--- config.mk ---
export PLATFORM = sky130hd
export DESIGN_NAME = fp32_div_seq_flat
export DESIGN_NICKNAME = d
export VERILOG_FILES = /design/src/rtl/fp32_div_seq_if.sv /design/src/rtl/fp32_div_seq.sv /design/src/flat_wrapper.sv
export SDC_FILE = /design/constraint.sdc
export NUM_CORES = 1
export LEC_CHECK = 0
export CORE_UTILIZATION = 28
export DETAILED_ROUTE_END_ITERATION = 6
export PLACE_DENSITY = 0.53
export REMOVE_ABC_BUFFERS = 1
export SLEW_MARGIN = 5
export SYNTH_ARGS = -nofsm -noshare
export SYNTH_HDL_FRONTEND = slang
export SYNTH_SLANG_ARGS = --single-unit
--- constraint.sdc ---
create_clock -name clk -period 3.26 [get_ports clk]
set_input_delay 0.652 -clock clk [delete_from_list [all_inputs] [get_ports clk]]
set_output_delay 0.652 -clock clk [all_outputs]
set_load 0.01 [all_outputs]
--- src/rtl/fp32_div_seq_if.sv ---
// Operand/result bundle for the sequential FP32 divider.
// Optional status flags appear only when FP32_DIV_STATUS_EN is defined.
interface fp32_div_seq_if;
  logic        start;
  logic        num_sign;
  logic [7:0]  num_exp;
  logic [22:0] num_mant;
  logic        den_sign;
  logic [7:0]  den_exp;
  logic [22:0] den_mant;
  logic        busy;
  logic        done;
  logic        out_sign;
  logic [7:0]  out_exp;
  logic [22:0] out_mant;
`ifdef FP32_DIV_STATUS_EN
  logic        div_by_zero;
  logic        invalid;

  modport master (
    output start, num_sign, num_exp, num_mant, den_sign, den_exp, den_mant,
    input  busy, done, out_sign, out_exp, out_mant, div_by_zero, invalid
  );

  modport slave (
    input  start, num_sign, num_exp, num_mant, den_sign, den_exp, den_mant,
    output busy, done, out_sign, out_exp, out_mant, div_by_zero, invalid
  );
`else
  modport master (
    output start, num_sign, num_exp, num_mant, den_sign, den_exp, den_mant,
    input  busy, done, out_sign, out_exp, out_mant
  );

  modport slave (
    input  start, num_sign, num_exp, num_mant, den_sign, den_exp, den_mant,
    output busy, done, out_sign, out_exp, out_mant
  );
`endif
endinterface

--- src/rtl/fp32_div_seq.sv ---
// Sequential IEEE-754 single divider: restoring division, one quotient bit
// per cycle, truncation, flush-to-zero. Fixed 26-cycle start-to-done latency.
// Optional: define FP32_DIV_STATUS_EN to add div_by_zero / invalid flags.
//
// state | meaning
// IDLE  | waiting for start, operands latched on the accepting edge
// DIV   | 25 restoring-division steps, quotient MSB first
// NORM  | normalise, apply specials, register outputs, pulse done
module fp32_div_seq (
  input  logic           clk,
  input  logic           rst,
  fp32_div_seq_if.slave  bus
);

  typedef enum logic [1:0] {IDLE, DIV, NORM} state_t;

  state_t             state_q, state_d;
  logic               accept, div_step, norm_step;

  logic [4:0]         cnt_q;
  logic [24:0]        rem_q;
  logic [23:0]        den_sig_q;
  logic [24:0]        quo_q;
  logic signed [9:0]  exp_q;
  logic               sign_q;
  logic               num_zero_q, num_inf_q, den_zero_q, den_inf_q;

  logic               done_q, out_sign_q;
  logic [7:0]         out_exp_q;
  logic [22:0]        out_mant_q;

  logic               rem_ge;
  logic [24:0]        rem_nxt;
  logic signed [9:0]  exp_norm;
  logic [22:0]        mant_norm;
  logic               is_inv, is_dbz;
  logic [7:0]         res_exp;
  logic [22:0]        res_mant;

  // state register
  always_ff @(posedge clk) begin
    if (rst) state_q <= IDLE;
    else     state_q <= state_d;
  end

  // next-state and step strobes; start is only looked at in IDLE
  always_comb begin
    state_d   = state_q;
    accept    = 1'b0;
    div_step  = 1'b0;
    norm_step = 1'b0;
    case (state_q)
      IDLE: begin
        if (bus.start) begin
          accept  = 1'b1;
          state_d = DIV;
        end
      end
      DIV: begin
        div_step = 1'b1;
        if (cnt_q == 5'd0) state_d = NORM;
      end
      NORM: begin
        norm_step = 1'b1;
        state_d   = IDLE;
      end
      default: state_d = IDLE;
    endcase
  end

  // one restoring step: subtract divisor when it fits, then shift remainder
  always_comb begin
    rem_ge  = (rem_q >= {1'b0, den_sig_q});
    rem_nxt = rem_ge ? (rem_q - {1'b0, den_sig_q}) : rem_q;
  end

  // normalisation, range clamp and special-operand override
  always_comb begin
    if (quo_q[24]) begin
      exp_norm  = exp_q;
      mant_norm = quo_q[23:1];
    end else begin
      exp_norm  = exp_q - 10'sd1;
      mant_norm = quo_q[22:0];
    end

    if (exp_norm <= 10'sd0) begin
      res_exp  = 8'd0;
      res_mant = 23'd0;
    end else if (exp_norm >= 10'sd255) begin
      res_exp  = 8'd255;
      res_mant = 23'd0;
    end else begin
      res_exp  = exp_norm[7:0];
      res_mant = mant_norm;
    end

    is_inv = (num_zero_q && den_zero_q) || (num_inf_q && den_inf_q);
    is_dbz = den_zero_q && !num_zero_q;

    if (is_inv) begin
      res_exp  = 8'd255;
      res_mant = 23'h400000;
    end else if (is_dbz || num_inf_q) begin
      res_exp  = 8'd255;
      res_mant = 23'd0;
    end else if (den_inf_q || num_zero_q) begin
      res_exp  = 8'd0;
      res_mant = 23'd0;
    end
  end

`ifdef FP32_DIV_STATUS_EN
  logic dbz_q, inv_q;

  // status flags: cleared on accept, set on the NORM edge
  always_ff @(posedge clk) begin
    if (rst) begin
      dbz_q <= 1'b0;
      inv_q <= 1'b0;
    end else if (accept) begin
      dbz_q <= 1'b0;
      inv_q <= 1'b0;
    end else if (norm_step) begin
      dbz_q <= is_dbz && !is_inv;
      inv_q <= is_inv;
    end
  end

  assign bus.div_by_zero = dbz_q;
  assign bus.invalid     = inv_q;
`endif

  // operand capture, division iterations and result registers
  always_ff @(posedge clk) begin
    if (rst) begin
      cnt_q      <= 5'd0;
      rem_q      <= 25'd0;
      den_sig_q  <= 24'd0;
      quo_q      <= 25'd0;
      exp_q      <= 10'sd0;
      sign_q     <= 1'b0;
      num_zero_q <= 1'b0;
      num_inf_q  <= 1'b0;
      den_zero_q <= 1'b0;
      den_inf_q  <= 1'b0;
      done_q     <= 1'b0;
      out_sign_q <= 1'b0;
      out_exp_q  <= 8'd0;
      out_mant_q <= 23'd0;
    end else begin
      done_q <= 1'b0;
      if (accept) begin
        cnt_q      <= 5'd24;
        rem_q      <= (bus.num_exp == 8'd0) ? 25'd0 : {2'b01, bus.num_mant};
        den_sig_q  <= (bus.den_exp == 8'd0) ? 24'd0 : {1'b1, bus.den_mant};
        quo_q      <= 25'd0;
        exp_q      <= $signed({2'b00, bus.num_exp}) - $signed({2'b00, bus.den_exp}) + 10'sd127;
        sign_q     <= bus.num_sign ^ bus.den_sign;
        num_zero_q <= (bus.num_exp == 8'd0);
        num_inf_q  <= (bus.num_exp == 8'd255);
        den_zero_q <= (bus.den_exp == 8'd0);
        den_inf_q  <= (bus.den_exp == 8'd255);
      end
      if (div_step) begin
        quo_q <= {quo_q[23:0], rem_ge};
        rem_q <= {rem_nxt[23:0], 1'b0};
        cnt_q <= cnt_q - 5'd1;
      end
      if (norm_step) begin
        done_q     <= 1'b1;
        out_sign_q <= sign_q;
        out_exp_q  <= res_exp;
        out_mant_q <= res_mant;
      end
    end
  end

  assign bus.busy     = (state_q != IDLE);
  assign bus.done     = done_q;
  assign bus.out_sign = out_sign_q;
  assign bus.out_exp  = out_exp_q;
  assign bus.out_mant = out_mant_q;

endmodule

--- src/flat_wrapper.sv ---
// flat-port wrapper written by rule: the top's interface ports become plain ports
module fp32_div_seq_flat 
  (clk, rst, bus_start, bus_num_sign, bus_num_exp, bus_num_mant, bus_den_sign, bus_den_exp, bus_den_mant, bus_busy, bus_done, bus_out_sign, bus_out_exp, bus_out_mant);
  fp32_div_seq_if bus_i ();
  input  logic clk;
  input  logic rst;
  input wire logic [$bits(bus_i.start)-1:0] bus_start;
  input wire logic [$bits(bus_i.num_sign)-1:0] bus_num_sign;
  input wire logic [$bits(bus_i.num_exp)-1:0] bus_num_exp;
  input wire logic [$bits(bus_i.num_mant)-1:0] bus_num_mant;
  input wire logic [$bits(bus_i.den_sign)-1:0] bus_den_sign;
  input wire logic [$bits(bus_i.den_exp)-1:0] bus_den_exp;
  input wire logic [$bits(bus_i.den_mant)-1:0] bus_den_mant;
  output wire logic [$bits(bus_i.busy)-1:0] bus_busy;
  output wire logic [$bits(bus_i.done)-1:0] bus_done;
  output wire logic [$bits(bus_i.out_sign)-1:0] bus_out_sign;
  output wire logic [$bits(bus_i.out_exp)-1:0] bus_out_exp;
  output wire logic [$bits(bus_i.out_mant)-1:0] bus_out_mant;
  assign bus_i.start = bus_start;
  assign bus_i.num_sign = bus_num_sign;
  assign bus_i.num_exp = bus_num_exp;
  assign bus_i.num_mant = bus_num_mant;
  assign bus_i.den_sign = bus_den_sign;
  assign bus_i.den_exp = bus_den_exp;
  assign bus_i.den_mant = bus_den_mant;
  assign bus_busy = bus_i.busy;
  assign bus_done = bus_i.done;
  assign bus_out_sign = bus_i.out_sign;
  assign bus_out_exp = bus_i.out_exp;
  assign bus_out_mant = bus_i.out_mant;
  fp32_div_seq u_core (.clk(clk), .rst(rst), .bus(bus_i));
endmodule
* Yosys cells after proc, flatten, opt, wreduce, memory -nomap -nowiden
Index checks and enable logic that the tools add are counted.
** Storage, ports and cells
- Flip-flop bits (word level) :: 129
- Bits of input ports :: 67
- Logic and storage cells :: 75
** Cells by class
- $add $sub $neg :: 5
- $lt $le $gt $ge :: 3
- Equality and inequality tests :: 6
- Multiplexer cells :: 29
- Bitwise operators :: 1
- Reduce and logical (&&, ||, !) cells :: 15
** Operators with widths (number)
- 23-bit 2-to-1 mux :: 6
- 25-bit 2-to-1 mux :: 4
- 24-bit 2-to-1 mux :: 3
- 8-bit 2-to-1 mux :: 5
- 25-bit by 24-bit >= comparator with 1-bit output :: 1
- 24-bit subtractor :: 1
- 8-bit equality test (second input constant) :: 2
- 8-bit logical NOT :: 2
- 10-bit by 8-bit adder with 10-bit output (second input constant) :: 1
- 10-bit by 9-bit >= comparator with 1-bit output (second input constant) :: 1
- 10-bit by 1-bit less-or-equal comparator with 1-bit output (second input constant) :: 1
- 10-bit 2-to-1 mux :: 1
- 5-bit 2-to-1 mux :: 2
- 10-bit by 2-bit subtractor with 10-bit output (second input constant) :: 1
- 8-bit by 8-bit subtractor with 9-bit output :: 1
- 5-bit logical NOT :: 1
- 1-bit 2-to-1 mux :: 5
- 5-bit by 1-bit subtractor with 5-bit output (second input constant) :: 1
- 2-bit 2-to-1 mux :: 2
- 2-bit one-hot mux with 2 select lines :: 1
- 2-bit nonzero test :: 2
- 1-bit logical AND :: 3
- 1-bit logical OR :: 3
- 2-bit by 1-bit equality test with 1-bit output (second input constant) :: 1
- other kinds (8) :: 8

* Logic depth before layout (Yosys ltp)
Gate-level depths: netlist (run 1).
- Word-level depth :: 8
- Mapped depth :: 13

* Worst setup path after synthesis (run 1)
OpenSTA, ideal clock, no wires.
- Kind :: input-to-reg
- Start point :: input port bus_num_exp[0]
- End point :: register u_core.exp_q[8]
- Setup time :: 0.092 ns
- Arrival :: 2.597 ns
- Setup slack :: 0.571 ns
- Stages :: 12
- Path buffers :: 0
- Cells stage by stage :: inv_1 ha_1 inv_1 fa_1 a21o_1 a21oi_1 o21bai_1 a211oi_1 a21oi_1 nor3_1 nor4_1 nor4_1
** On the way
- Longest elaborated chain between the ends :: 2
** RTL lines
- start: declaration :: RTL line flat_wrapper.sv:9 : input wire logic [$bits(bus_i.num_exp)-1:0] bus_num_exp;
- 8-bit by 8-bit subtractor with 9-bit output :: RTL line fp32_div_seq.sv:158 : exp_q <= $signed({2'b00, bus.num_exp}) - $signed({2'b00, bus.den_exp}) + 10'sd127;
- 10-bit by 8-bit adder with 10-bit output :: RTL line fp32_div_seq.sv:158
- end signal: assignment :: RTL line fp32_div_seq.sv:158
- end: declaration :: RTL line fp32_div_seq.sv:24 : logic signed [9:0] exp_q;
No other way between the ends.
A chain may end at the register's enable or synchronous reset.

* Worst setup path in the final report (run 1)
- Start point :: register u_core.exp_q[1]
- End point :: register u_core.out_mant_q[0] (netlist: u_core.bus.out_mant[0])
** On the way
- Longest elaborated chain between the ends :: 8
- Elaborated cells on any way between the ends :: 9
** RTL lines
- 10-bit by 2-bit subtractor with 10-bit output :: RTL line fp32_div_seq.sv:83 : exp_norm = exp_q - 10'sd1;
- 10-bit 2-to-1 mux * :: RTL line fp32_div_seq.sv:79 : if (quo_q[24]) begin
- 10-bit by 9-bit >= comparator with 1-bit output :: RTL line fp32_div_seq.sv:90 : end else if (exp_norm >= 10'sd255) begin
- 23-bit 2-to-1 mux :: RTL line fp32_div_seq.sv:90
- 23-bit 2-to-1 mux * :: RTL line fp32_div_seq.sv:87 : if (exp_norm <= 10'sd0) begin
- 23-bit 2-to-1 mux * :: RTL line fp32_div_seq.sv:107 : end else if (den_inf_q || num_zero_q) begin
- 23-bit 2-to-1 mux * :: RTL line fp32_div_seq.sv:104 : end else if (is_dbz || num_inf_q) begin
- 23-bit 2-to-1 mux * :: RTL line fp32_div_seq.sv:101 : if (is_inv) begin
- end signal: assignment :: RTL line fp32_div_seq.sv:174 : out_mant_q <= res_mant;
- end: declaration :: RTL line fp32_div_seq.sv:30 : logic [22:0] out_mant_q;
Mark *: on every way between the ends. The rest lies on a longest branch, timed or not.

==> results of run 1 <==
==> sequential cells by signal (all words and copies together) (netlist names) <==
name,cells
u_core.bus.done,1
u_core.bus.out_exp,8
u_core.bus.out_mant,23
u_core.bus.out_sign,1
u_core.cnt_q,5
u_core.den_inf_q,1
u_core.den_sig_q,24
u_core.den_zero_q,1
u_core.exp_q,10
u_core.num_inf_q,1
u_core.num_zero_q,1
u_core.quo_q,25
u_core.rem_q,25
u_core.sign_q,1
u_core.state_q,2
==> cells by family after synthesis <==
kind of cell               Yosys count  share of synthesized area (%)
adders and majority gates           38                           6.90
AOI/OAI and AO/OA                  248                           25.1
muxes                               47                           6.69
xor gates and xnor gates            39                           4.80
DFF                                129                           36.3
and+or+nand+nor                    213                           14.5
buffers and inverters               92                           5.68
==> layer usage <==
layer  global-route usage [%]  share of wire, %  up-vias
met5                        0                 0        -
met4                     3.52              0.66        0
met3                     3.11               4.1        9
met2                     23.7                46      120
met1                     18.9                49     2825
li1                         -                 -     3157
==> cell usage in the layout, fill, tap and decap left out, types with 4 or more instances in the layout <==
cell             Yosys  layout
inv_6                0       5
clkbuf_16            0      17
nand4_1              8       8
xor2_1              12      12
nand2_1             54      53
inv_1               46      46
a21o_1              13      13
buf_4                2      22
o22ai_1             14      14
nor2_1              68      67
dfxtp_1            129     129
a22oi_1             39      39
o21ai_2             20      20
inv_8                0       4
o21a_1               7       7
nand3_1              8       8
nor4_1               9       9
nor3_1              25      24
o21ai_0             28      28
xnor2_1             27      27
mux2_2               4       4
or2_2                4       4
a22o_1              25      25
nor2b_1              8       7
a31oi_1              5       5
a211oi_1            19      19
ha_1                36      36
nand2b_1             8       8
clkdlybuf4s50_1      0      99
a21oi_1             42      39
a221oi_1             8       8
mux2i_1             43      43
==> worst max-delay path: cells and delay by family, from the launching register on <==
kind                     cells  cell delay (ps)
XOR/XNOR                     1              140
AND/OR/NAND/NOR              2              720
AO/OA/AOI/OAI                5             1240
flip-flops                   1              410
adder cells (fa/ha/maj)      1              220
buffers and inverters        1               90
==> worst paths after layout <==
kind | start | end | slack, ps | cells after the start
worst max-delay path | u_core.exp_q[1]$_SDFFE_PP0P_ | u_core.bus.out_mant[0]$_SDFFE_PP0P_ | 300 | 10
worst min-delay path | u_core.bus.out_mant[15]$_SDFFE_PP0P_ | u_core.bus.out_mant[15]$_SDFFE_PP0P_ | 450 | 2
worst max register to register | u_core.exp_q[1]$_SDFFE_PP0P_ | u_core.bus.out_mant[0]$_SDFFE_PP0P_ | 300 | 10
worst min register to register | u_core.bus.out_mant[15]$_SDFFE_PP0P_ | u_core.bus.out_mant[15]$_SDFFE_PP0P_ | 450 | 2
==> through the flow <==
stage	worst slack [ps]	instances	TNS, ps	hold slack, ps
after floorplan	-513	760	-8930	424
after global placement	-58.5	1208	-67.4	440
after detailed placement	-125	1208	-161	441
after CTS	281	1240	0	454
after global routing	36.6	1240	0	472
final	301	1240	0	452
==> cell type report <==
cell class / instances / area, µm² / share of cell area [%]
clock buffer: 17 / 425 / 4.68
clock inverter: 15 / 143 / 1.57
inverter: 46 / 173 / 1.90
multi-input combinational: 585 / 4150 / 45.7
sequential: 129 / 2580 / 28.4
tap: 324 / 405 / 4.46
timing repair buffer: 124 / 1200 / 13.2
==> power by group <==
group	switching, mW	internal (mW)
clock network	0.831	1.01
logic	1.21	1.09
registers	0.104	1.70
==> summary.md, run 1 <==
| Metric | Value |
|---|---|
| Lkg Pwr | `approximately 3.4 nW` |
| Nets | `1008` |
| CTS tree | `built` |
| CP max stage cell | `dfxtp_1` |
| Setup Crit Path Kind | `flop to flop` |
| Final Cycle Share | `between 90% and 100%` |
| Synth cell count leaders | `129 x dfxtp_1, 68 x nor2_1, 54 x nand2_1` |
| Largest net degree at the start of global routing | `52` |
| Area Growth Syn to Fin | `27.8%` |
| Sink Count | `roughly 130` |
| Die ar. | `between 20000 and 30000 µm²` |
| Clock buffer count from CTS | `17` |
| Global route total overflow | `0` |
| Antenna diodes | `0` |
| Final routed DRC violation total | `0` |
| Final setup viols | `0` |
| Maximum vdd ir drop | `between 0.4 and 0.5 mV` |
| CTS H-tree depth | `4` |
| # fillers | `around 2500` |
| Pwr dens | `654 nW/µm²` |
| GRT Resource Usage Total | `between 10 and 15%` |
| CP Launch Type | `flop` |
| DR iter-0 viols | `between 300 and 400` |
| First-pass GRT wire length | `30.0 mm` |
| Post-synth EDFFs | `0` |
| Vias post-DR | `slightly above 6000` |
| Count of unique library cells instantiated by Yosys | `68` |
| Worst min path class | `flop to flop` |
| Die W | `161 µm` |
| Port Buf Inserts | `100` |
| Crit. End Element | `flop` |
| Share of the core filled with cells | `roughly 37%` |
| CP max FO | `22` |
| Std cell rows | `57` |
| Placed Area | `approximately 8500 µm²` |
| Synth top area cells | `dfxtp_1 36%, ha_1 6.3%, mux2i_1 6.1%` |
| Crit path time final | `a little under 3000 ps` |
| Number of max-cap violations | `0` |
| Initial antenna violation count | `0` |
| Post-DP HPWL | `between 10 and 15 mm` |
| Share of layout cells above drive strength 1 | `between 10% and 20%` |
| Worst EP arrival | `around 3300 ps` |
| Root buf cell | `clkbuf_16` |
| Ys Warns | `0` |
| Sequential area share after synthesis | `a little over a third` |
| Share of the synthesized area in the top cell type | `between 30% and 40%` |
| Routed Antenna Nets | `0` |
| # Post-CTS Setup Buffers | `0` |
| Unrepaired setup endpoints after global routing | `false` |
| Total wire length | `about 18 mm` |
| CTS clk-pin slew, worst paths | `around 70 ps` |
| Top_reg_cell synth | `dfxtp_1` |
| Vert. Die Dim | `roughly 160 µm` |
| Outcome | `complete, no violations` |
| Vias in the first global route | `just under 6000` |
| Cell taking the most area after synthesis | `dfxtp_1` |
| Async S/R FF share, synth | `0%` |
| Post-CTS sizing | `0` |
| Vias per cell | `approximately 4.9` |
| DR WL/cell | `around 15 µm` |
| Worst rel slew slack | `about a quarter` |
| Max incr delay on CP | `approximately 410 ps` |
| Num ports | `101` |
| Mapped Cells | `around 810` |
| Avg Cell Area, Syn | `just under 9 µm²` |
| Clock Latency Late Sink | `~430 ps` |
| Fmax | `approximately 340 MHz` |
| Crit path cell chain | `inv_1 -> ha_1 -> xnor2_1 -> or4_1 -> a211o_1 -> o32ai_2 -> a22oi_2 -> a31o_4 -> nand2_4 -> o21ai_0` |
| Starting Density | `between 20% and 30%` |
| Fin. Hold Viols | `0` |
| Final max-slew violation count | `0` |
| CTS Hold Bufs | `0` |
| Data required, critical path | `roughly 3600 ps` |
| Worst clock skew | `about 17 ps` |
| Most common cell in the synthesized netlist | `dfxtp_1` |
| Slew @ Worst Pin | `1110 ps` |
| Routability cong. | `0.802` |
| Synth Cell Area | `around 7100 µm²` |
| Design Area, Final | `roughly 9100 µm²` |
| Deepest clock path buffer count | `2` |
| Core area | `24600 µm²` |
| Post-route total power | `roughly 5.9 mW` |
| Register bit total from synthesis | `roughly 130` |
| DRT Pass-1 Iters | `5` |
(Power assumes the default switching activity.)
==> run 2, diff against run 1 <==
--- a/config.mk
+++ b/config.mk
@@ -9,7 +9,9 @@
 export DETAILED_ROUTE_END_ITERATION = 6
 export PLACE_DENSITY = 0.53
 export REMOVE_ABC_BUFFERS = 1
+export SKIP_LAST_GASP = 1
 export SLEW_MARGIN = 5
 export SYNTH_ARGS = -nofsm -noshare
 export SYNTH_HDL_FRONTEND = slang
 export SYNTH_SLANG_ARGS = --single-unit
+export TNS_END_PERCENT = 10
==> results of run 2 <==
The final DEF is identical to that of run 1; final timing and power are the same.
==> run 3, diff against run 2 <==
--- a/config.mk
+++ b/config.mk
@@ -7,8 +7,10 @@
 export LEC_CHECK = 0
 export CORE_UTILIZATION = 28
 export DETAILED_ROUTE_END_ITERATION = 6
-export PLACE_DENSITY = 0.53
+export DONT_BUFFER_PORTS = 1
+export PLACE_DENSITY = 0.47
 export REMOVE_ABC_BUFFERS = 1
+export SKIP_CTS_REPAIR_TIMING = 1
 export SKIP_LAST_GASP = 1
 export SLEW_MARGIN = 5
 export SYNTH_ARGS = -nofsm -noshare
==> constraint.sdc (replaced) <==
create_clock -name clk -period 3.26 [get_ports clk]
set_input_delay 0.489 -clock clk [delete_from_list [all_inputs] [get_ports clk]]
set_output_delay 0.489 -clock clk [all_outputs]
set_load 0.01 [all_outputs]
==> summary.md, run 3 (synthesis results as in run 1) <==
| Metric | Value |
|---|---|
| Pwr dens | `727 nW/µm² (+11%)` |
| Area Growth Syn to Fin | `13.0%` |
| Worst EP arrival | `3250 ps (about the same)` |
| Lkg Pwr | `3.01 nW (-12%)` |
| NetSw | `2.14 mW (about the same)` |
| Data required, critical path | `3550 ps (about the same)` |
| M2 GR Usage | `23.8% (+0.12 points)` |
| Largest net degree at the start of global routing | `82 (+58%)` |
| Maximum vdd ir drop | `0.309 mV (-25%)` |
| Worst min path class | `input pin to flop` |
| Seq pwr share | `31.0% (+0.6 points)` |
| Clock buffer count from CTS | `17 (unchanged)` |
| Share of layout cells above drive strength 1 | `11.9% (+0.51 points)` |
| Placed Cells | `1101 (-8.9%)` |
| Vias in the first global route | `5662 (-4.5%)` |
| Final cell count without fillers | `1133 (-8.6%)` |
| CP Launch Type | `flop` |
| Top flop regs | `u_core.quo_q: 25 flops, u_core.rem_q: 25 flops, u_core.den_sig_q: 24 flops` |
| Global route total overflow | `0 (unchanged)` |
| CP max stage cell | `fa_1` |
| Worst rel slew slack | `43.4% (+18 points)` |
| DR iter-0 viols | `311 (+3.0%)` |
| P_int | `3.70 mW (-2.7%)` |
| Slew @ Worst Pin | `849 ps (-263 ps)` |
| Num ports | `101 (unchanged)` |
| Max incr delay on CP | `410 ps (about the same)` |
| Worst clock skew | `16.5 ps (-0.547 ps)` |
| Setup Crit Path Kind | `flop to flop` |
| Root buf cell | `clkbuf_16` |
| First-pass GRT wire length | `30.1 mm (about the same)` |
| Grt met3 use | `4.01% (+0.90 points)` |
| Nets | `901 (-11%)` |
| Final Cycle Share | `90.6% (-0.15 points)` |
| Std cell rows | `57 (unchanged)` |
| WHS | `128 ps (-324 ps)` |
| Clock power frac | `32.4% (+1.4 points)` |
| DRT Pass-1 Iters | `4 (-1)` |
| Switch share | `36.7% (+0.62 points)` |
| CTS tree | `built` |
| Final max-slew violation count | `0 (unchanged)` |
| Crit. End Element | `flop` |
| Sink Count | `129 (unchanged)` |
| Core area | `24600 µm² (unchanged)` |
| GRT Max-Usage Layer | `met2` |
| CTS clk-pin slew, worst paths | `60 ps (about the same)` |
| Number of max-cap violations | `0 (unchanged)` |
| Fmax | `339 MHz (+0.16%)` |
| DR WL/cell | `16.1 µm (+9.7%)` |
| Power share of the combinational group | `36.6% (-2.0 points)` |
| Port Buf Inserts | `0 (-100%)` |
| GRT Resource Usage Total | `14.5% (+0.13 points)` |
| Vias post-DR | `5723 (-6.3%)` |
| Routed Antenna Nets | `0 (unchanged)` |
| Crit path time final | `2950 ps (-4.82 ps)` |
| Deepest clock path buffer count | `2 (unchanged)` |
| Clock Latency Late Sink | `440 ps (about the same)` |
| Starting Density | `28.9% (unchanged)` |
| CP max FO | `5 (-77%)` |
| Die ar. | `26000 µm² (unchanged)` |
| Initial antenna violation count | `0 (unchanged)` |
| Design Area, Final | `8030 µm² (-12%)` |
| Placed Area | `7450 µm² (-12%)` |
| Final setup viols | `0 (unchanged)` |
| Most frequent cells in the layout | `129 x dfxtp_1, 67 x nor2_1, 53 x nand2_1` |
| Unrepaired setup endpoints after global routing | `false` |
| Vert. Die Dim | `161 µm (unchanged)` |
| Crit path cell chain | `inv_1 -> ha_1 -> fa_1 -> nor2b_1 -> o31a_1 -> o311a_1 -> o21bai_1 -> a311oi_1 -> xor2_1 -> mux2i_1 -> a2111oi_0` |
| Routability cong. | `0.833 (+3.9%)` |
| Post-DP HPWL | `13.1 mm (+0.88%)` |
| Final routed DRC violation total | `0 (unchanged)` |
| Fin. Hold Viols | `0 (unchanged)` |
| Die W | `161 µm (unchanged)` |
| Commonest non-fill, non-tap cell in the layout | `dfxtp_1` |
| Antenna diodes | `0 (unchanged)` |
| CTS H-tree depth | `4 (unchanged)` |
| Outcome | `complete, no violations` |
| Vias per cell | `5.05 (+2.5%)` |
| Total wire length | `18.3 mm (+0.23%)` |
| Met1 usage | `18.4% (-0.57 points)` |
run 3: cell types whose count changed in the layout (fill, tap and decap cells not counted), sizes merged:
cell,before,now
clkdlybuf4s50,99,0
buf,25,17
inv,55,57
clkinv,4,3
clkinvlp,2,1
run 3: cell type report:
cell class,count,area (µm²)
multi-input combinational,585,4150
clock inverter,15,153
inverter,46,173
clock buffer,17,425
tap,324,405
timing repair buffer,17,140
fill,2584,16600
sequential,129,2580
run 3: power groups by stage:
stage          logic [mW]  registers (mW)  clock network (mW)
2_1_floorplan        1.65            1.81                   0
4_1_cts              2.15            1.81                1.94
5_1_grt              2.38            1.83                2.01
6_report             2.13            1.81                1.89
3_3_place_gp         2.15            1.85                   0
3_5_place_dp         2.14            1.85                   0
run 3: metal layers:
layer | share of wire [%] | wire [µm] | up-vias
met5 | 0 | 0 | -
met4 | 1.2 | 224 | 0
met3 | 5.4 | 991 | 15
met2 | 46 | 8380 | 108
met1 | 47 | 8650 | 2667
li1 | - | - | 2933
run 3: worst max-delay path: cells and delay by family (launching register included):
| kind | cells | cell delay (ps) |
|---|---|---|
| buffers and inverters | 1 | 60 |
| xor gates and xnor gates | 1 | 200 |
| adders and majority gates | 2 | 610 |
| DFF | 1 | 330 |
| and+or+nand+nor | 1 | 180 |
| AOI/OAI and AO/OA | 5 | 1350 |
| muxes | 1 | 90 |
run 3: per-stage QoR:
step / power [mW] / setup TNS (ps) / util (%) / setup slack, ps
after floorplan: 3.47 / -8910 / - / -513
after global placement: 4.00 / 0 / 30.3 / 386
after detailed placement: 3.98 / 0 / 30.3 / 369
after CTS: 5.90 / 0 / 32.6 / 341
after global routing: 6.23 / 0 / 32.6 / 108
final: 5.84 / 0 / 32.6 / 306
run 3: final timing paths:
path                                                   start  cells after the start  slack [ps]                                to
worst min-delay path                                     rst                      1         130  u_core.den_sig_q[2]$_SDFFE_PP0P_
worst min register to register    u_core.sign_q$_SDFFE_PP0P_                      2         450  u_core.bus.out_sign$_SDFFE_PP0P_
worst max-delay path            u_core.rem_q[0]$_SDFFE_PP0P_                     11         310     u_core.rem_q[15]$_SDFFE_PP0P_
worst max register to register  u_core.rem_q[0]$_SDFFE_PP0P_                     11         310     u_core.rem_q[15]$_SDFFE_PP0P_
